[src/rtl/if_prefetch_queue.sv]
// rtl/if_prefetch_queue.sv - instruction prefetch queue between imem port and IF/ID register
//
// Purpose:
//   Issues in-order word fetches ahead of the pipeline. Fetched {pc,inst} pairs are buffered
//   in a DEPTH-entry FIFO. The head entry is presented to the ID stage with a valid/ready
//   handshake. A redirect flushes the FIFO. Responses still in flight for the old stream
//   are discarded as they return.
//
// Configuration macro:
//   IFQ_BYPASS_EN - when the queue is empty, a kept response drives inst_* in the same cycle.
//
// Ports:
//   clk, rst                          core clock, asynchronous active-high reset
//   redirect, redirect_pc             flush and restart fetch at redirect_pc (word aligned)
//   imem_req_valid/ready/addr         fetch request channel
//   imem_resp_valid/data              in-order fetch responses
//   inst_valid/ready, inst_out, pc_out head entry toward the ID stage
//   occupancy                         number of queued entries

module if_prefetch_queue #(
    parameter int          DEPTH    = 4,
    parameter logic [31:0] RESET_PC = 32'h0000_0000
) (
    input  logic                       clk,
    input  logic                       rst,
    input  logic                       redirect,
    input  logic [31:0]                redirect_pc,
    output logic                       imem_req_valid,
    input  logic                       imem_req_ready,
    output logic [31:0]                imem_req_addr,
    input  logic                       imem_resp_valid,
    input  logic [31:0]                imem_resp_data,
    output logic                       inst_valid,
    input  logic                       inst_ready,
    output logic [31:0]                inst_out,
    output logic [31:0]                pc_out,
    output logic [$clog2(DEPTH+1)-1:0] occupancy
);

    localparam int CW = $clog2(DEPTH + 1);
    localparam int PW = $clog2(DEPTH);
    localparam logic [CW:0] DEPTH_W = (CW + 1)'(DEPTH);

    logic [CW-1:0] count;
    logic [CW-1:0] live;
    logic [CW-1:0] drop;
    logic [PW-1:0] rd_ptr;
    logic [PW-1:0] wr_ptr;
    logic [31:0]   fetch_pc;
    logic [31:0]   resp_pc;
    logic [31:0]   mem_pc   [DEPTH];
    logic [31:0]   mem_inst [DEPTH];

    logic [CW:0]   outstanding;
    logic [CW:0]   credit_used;
    logic          req_fire;
    logic          resp_ok;
    logic          resp_keep;
    logic          resp_drop;
    logic          pop_fifo;
    logic          push_fifo;
    logic          byp_take;

    // Every queued entry and every outstanding request holds a slot, so the queue
    // can never overflow no matter how responses and pops interleave.
    assign outstanding = {1'b0, live} + {1'b0, drop};
    assign credit_used = {1'b0, count} + outstanding;

    // Gated by rst so the request channel stays quiet while reset is held.
    assign imem_req_valid = !rst && (credit_used < DEPTH_W);
    assign imem_req_addr  = fetch_pc;
    assign req_fire       = imem_req_valid && imem_req_ready;

    // A response with nothing outstanding is a memory-side protocol error; ignore it.
    assign resp_ok   = imem_resp_valid && (outstanding != '0);
    assign resp_drop = resp_ok && (drop != '0);
    assign resp_keep = resp_ok && (drop == '0);

    assign pop_fifo  = (count != '0) && inst_ready && !redirect;
    assign push_fifo = resp_keep && !redirect && !byp_take;
    assign occupancy = count;

`ifdef IFQ_BYPASS_EN
    logic byp_active;

    assign byp_active = resp_keep && !redirect && (count == '0);
    assign byp_take   = byp_active && inst_ready;
    assign inst_valid = (count != '0) || byp_active;
    assign inst_out   = byp_active ? imem_resp_data : mem_inst[rd_ptr];
    assign pc_out     = byp_active ? resp_pc : mem_pc[rd_ptr];
`else
    assign byp_take   = 1'b0;
    assign inst_valid = (count != '0);
    assign inst_out   = mem_inst[rd_ptr];
    assign pc_out     = mem_pc[rd_ptr];
`endif

    always_ff @(posedge clk or posedge rst) begin
        if (rst) begin
            count    <= '0;
            live     <= '0;
            drop     <= '0;
            rd_ptr   <= '0;
            wr_ptr   <= '0;
            fetch_pc <= RESET_PC;
            resp_pc  <= RESET_PC;
            for (int i = 0; i < DEPTH; i++) begin
                mem_pc[i]   <= '0;
                mem_inst[i] <= '0;
            end
        end else if (redirect) begin
            // Everything outstanding, plus a request firing now, belongs to the old
            // stream; a response arriving now retires one of those.
            count    <= '0;
            rd_ptr   <= '0;
            wr_ptr   <= '0;
            fetch_pc <= {redirect_pc[31:2], 2'b00};
            resp_pc  <= {redirect_pc[31:2], 2'b00};
            live     <= '0;
            drop     <= drop + live + CW'(req_fire) - CW'(resp_ok);
        end else begin
            if (req_fire) begin
                fetch_pc <= fetch_pc + 32'd4;
            end
            live <= live + CW'(req_fire) - CW'(resp_keep);
            drop <= drop - CW'(resp_drop);
            if (resp_keep) begin
                resp_pc <= resp_pc + 32'd4;
            end
            if (push_fifo) begin
                mem_pc[wr_ptr]   <= resp_pc;
                mem_inst[wr_ptr] <= imem_resp_data;
                wr_ptr           <= wr_ptr + 1'b1;
            end
            if (pop_fifo) begin
                rd_ptr <= rd_ptr + 1'b1;
            end
            count <= count + CW'(push_fifo) - CW'(pop_fifo);
        end
    end

endmodule

[config.mk]
export PLATFORM = sky130hd
export DESIGN_NAME = if_prefetch_queue
export DESIGN_NICKNAME = d
export VERILOG_FILES = /design/src/rtl/if_prefetch_queue.sv
export SDC_FILE = /design/constraint.sdc
export NUM_CORES = 1
export LEC_CHECK = 0
export BUFFER_PORTS_ARGS = -buffer_cell sky130_fd_sc_hd__buf_4
export CORE_MARGIN = 2
export CORE_UTILIZATION = 55
export DETAILED_ROUTE_END_ITERATION = 6
export PLACE_DENSITY_LB_ADDON = 0.05
export SKIP_CTS_REPAIR_TIMING = 1
export SLEW_MARGIN = 20
export SYNTH_ARGS = -nofsm -noshare
export SYNTH_HDL_FRONTEND = slang
export SYNTH_SLANG_ARGS = --single-unit
[constraint.sdc]
create_clock -name clk -period 15 [get_ports clk]
set_input_delay 0.75 -clock clk [delete_from_list [all_inputs] [get_ports clk]]
set_output_delay 0.75 -clock clk [all_outputs]
set_load 0.005 [all_outputs]
==> results.sh <==
export IMPL_outcome="finished clean"
export IMPL_core_area_um2=27630
export IMPL_synthCells=1117
export IMPL_relSlewSlack_pct=34.25
export IMPL_grt_max_degree=97
export IMPL_htree_levels=2
export IMPL_max_freq_ghz=0.2273
export IMPL_fin_crit_ns=4.399
export IMPL_vias=9821
export IMPL_synthMuxAreaShare_pct=27.80
export IMPL_holdWs_ns=0.3251
export IMPL_root_buffer="clkbuf_16"
export IMPL_finalPower_w=0.002867
export IMPL_synth_top_family_by_area="multiplexers"
export IMPL_yosys_warnings=0
export IMPL_cp_required_ns=15.37
export IMPL_startpoint_type="flop"
export IMPL_clkLatencyLatePin_ns=0.51
export IMPL_finalCoreUtilization_pct=65.23
export IMPL_synth_edf_count=0
export IMPL_hold_viol=0
export IMPL_top_layer="met4"
export IMPL_path_buf_inv=1
export IMPL_finalSetupViolations=0
export IMPL_antenna_found_initial=0
export IMPL_groute_usage_overall_pct=23.00
export IMPL_power_density_nw_per_um2=159.1
export IMPL_yosys_area_top_type="dfrtp_1"
export IMPL_synth_area_leaders="dfrtp_1 (52%), mux2_2 (18%), mux4_2 (9.1%)"
export IMPL_dieWidth_um=171.2
export IMPL_seq_area_frac_synth_pct=52.24
export IMPL_synthArstFlopShare_pct=100.0
export IMPL_multiInputGateArea_um2=6860
export IMPL_max_stage_delay_ns=0.57
export IMPL_leakage_nw=8.405
export IMPL_gp_congestion=0.8467
export IMPL_n_fill_cell=2169
export IMPL_cp_cell_sequence="ha_1 > fa_1 > xor2_1 > ha_1 > and2b_2 > mux2i_1 > a211o_1 > inv_1 > fa_1 > fa_1 > xnor2_1 > xnor2_1 > a21oi_1"
export IMPL_die_area_um2=29310
export IMPL_dp_hpwl_um=20820
export IMPL_yosys_area_share_xor_xnor_pct=1.367
export IMPL_clock_path_buffers=3
export IMPL_critPathMaxFanout=16
export IMPL_post_dp_cell_area_um2=16820
export IMPL_area_growth_pct=17.22
export IMPL_vdd_ir_drop_worst_mv=0.1035
export IMPL_synth_avg_cell_area_um2=13.77
export IMPL_slowest_stage="a211o_1"
export IMPL_grt_pass1_vias=9909
export IMPL_ys_flop_type="dfrtp_1"
export IMPL_clock_sinks=321
export IMPL_clk_pin_slew_worst_paths_ns=0.06
export IMPL_drive_gt1_share_pct=44.55
export IMPL_worstPathArrival_ns=4.77
export IMPL_cp_top_family="adder cells"
export IMPL_ant_nets=0
export IMPL_cap_violations=0
export IMPL_num_antenna_cells=0
export IMPL_num_io_pins=171
export IMPL_clock_skew_ns=0.01746
export IMPL_dr_wl_met3_um=1733
export IMPL_detail_route_wl_per_cell_um=19.86
export IMPL_grt_pass1_wl_um=52900
export IMPL_ys_types=64
export IMPL_fin_crit_sh_pct=29.32
export IMPL_worstSetupPathType="flop to flop"
export IMPL_remaining_drc_errors=0
export IMPL_initial_core_util_pct=55.65
export IMPL_overflow=0
export IMPL_drt_total_wl_um=33000
export IMPL_wl_met2_um=15380
export IMPL_worst_pin_slew_ns=0.9863
export IMPL_stdcell_area_um2=18020
export IMPL_drt_first_iter_violations=497
export IMPL_drt_first_pass_iters=5
export IMPL_cts_buffers=35
export IMPL_cts_tree="done"
export IMPL_hold_class="primary input to async pin"
export IMPL_regArea_um2=8038
export IMPL_synth_adder_area_share_pct=2.197
export IMPL_yosys_area_top_type_share_pct=52.24
export IMPL_wl_met1_um=15280
export IMPL_via_per_inst=5.909
export IMPL_port_buffers=164
export IMPL_row_count=61
export IMPL_yosys_register_bits=321
export IMPL_tns_ns=0
export IMPL_drv_slew=0
export IMPL_worstSetupEndpointType="flop"
export IMPL_rsz0062_at_grt="false"
export IMPL_finalNetCount=1354
export IMPL_die_h_um=171.2
export IMPL_synth_compound_area_share_pct=5.501
export IMPL_cpMostUsedCell="fa_1"
export IMPL_netlist_area_um2=15380
export IMPL_synth_simple_gate_area_share_pct=7.592
## worst paths after layout
| path | from | end | slack, ns | cells after the start |
|---|---|---|---|---|
| min in group clk | redirect_pc[2] | imem_req_addr[2] | 0.49 | 2 |
| max | live[0] | drop[2] | 10.60 | 13 |
| min | rst | imem_req_addr[11] | 0.33 | 2 |
| max in group asynchronous | rst | mem_pc[17] | 12.74 | 5 |
| min reg2reg | mem_pc[59] | mem_pc[59] | 0.50 | 1 |
| max reg2reg | live[0] | drop[2] | 10.60 | 13 |
## power breakdown
| group | switching [W] | internal, W | total, W |
|---|---|---|---|
| clock | 0.000335 | 0.000530 | 0.000866 |
| sequential | 0.000123 | 0.00102 | 0.00114 |
| combinational | 0.000357 | 0.000503 | 0.000860 |
| total | 0.000815 | 0.00205 | 0.00287 |
## metal layers
metal  vias up  GRT usage (%)
met4         0          5.969
met2       241          36.68
met5         -              0
li1       4449              -
met3        56          3.912
met1      5075          33.12
## sequential cells by signal (all words and copies together) (netlist names)
register / count
wr_ptr: 2
drop: 3
live: 3
resp_pc: 30
imem_req_addr: 30
mem_pc: 120
rd_ptr: 2
occupancy: 3
mem_inst: 128
## cells in the mapped netlist (all sizes together) (3+ instances only)
cell,number
xor2,7
or4,10
o21ai,12
nor2,38
mux4,62
o31a,16
inv,30
and4,11
o21a,9
mux2,252
nor4,11
or3,14
buf,48
a211oi,5
a21boi,8
a21oi,12
nand3,21
fa,5
clkbuf,26
dfrtp,321
ha,19
nand4,16
a31oi,26
nand2,33
xnor2,17
o31ai,11
a31o,4
nor2b,3
nand2b,10
nor3,22
mux2i,4
and3,10
## placed cells by master, fill, tap and decap left out, drive strengths merged, types with 2 or more instances in the layout
cell / synthesis / final
nand2b: 10 / 10
nor4: 11 / 11
a21o: 2 / 2
o31a: 16 / 16
and3: 10 / 10
o31ai: 11 / 11
o41ai: 2 / 2
clkinv: 1 / 4
inv: 30 / 30
and4: 11 / 11
fa: 5 / 5
and2: 2 / 2
buf: 48 / 177
o21ai: 12 / 12
a31oi: 26 / 26
mux2: 252 / 252
nand2: 33 / 33
nand4: 16 / 16
or2: 2 / 2
or4: 10 / 10
or3: 14 / 14
a2111oi: 2 / 2
nor2: 38 / 38
ha: 19 / 19
nand3: 21 / 21
mux4: 62 / 62
a31o: 4 / 4
dfrtp: 321 / 321
clkbuf: 26 / 57
a21boi: 8 / 8
mux2i: 4 / 4
conb: 1 / 4
nor3: 22 / 22
a21oi: 12 / 12
xnor2: 17 / 17
nor2b: 3 / 3
o21a: 9 / 9
xor2: 7 / 7
a211oi: 5 / 5
## cells by family (layout without fill, tap and decap cells)
| logic type | after synthesis | after routing |
|---|---|---|
| flops | 321 | 321 |
| simple gates | 208 | 208 |
| buf+inv | 105 | 269 |
| other cells | 1 | 4 |
| mux | 318 | 318 |
| xor+xnor | 24 | 24 |
| fa+ha+maj | 24 | 24 |
| compound gates | 116 | 116 |
## final cells by class
cell class | count | area share [%]
repair buffers | 177 | 7.504
multi-input cells | 694 | 38.06
well taps | 378 | 2.624
flip-flops and latches | 321 | 44.60
clock buffers | 57 | 6.276
clock inverters | 4 | 0.2499
inverters | 31 | 0.6873
## through the flow
step           worst slack, ns  cells
6_report                 10.60   1662
4_1_cts                  10.57   1661
3_3_place_gp             10.60   1600
5_1_grt                  10.26   1662
3_5_place_dp             10.59   1600
2_1_floorplan            4.717   1120
(Power assumes the default switching activity.)
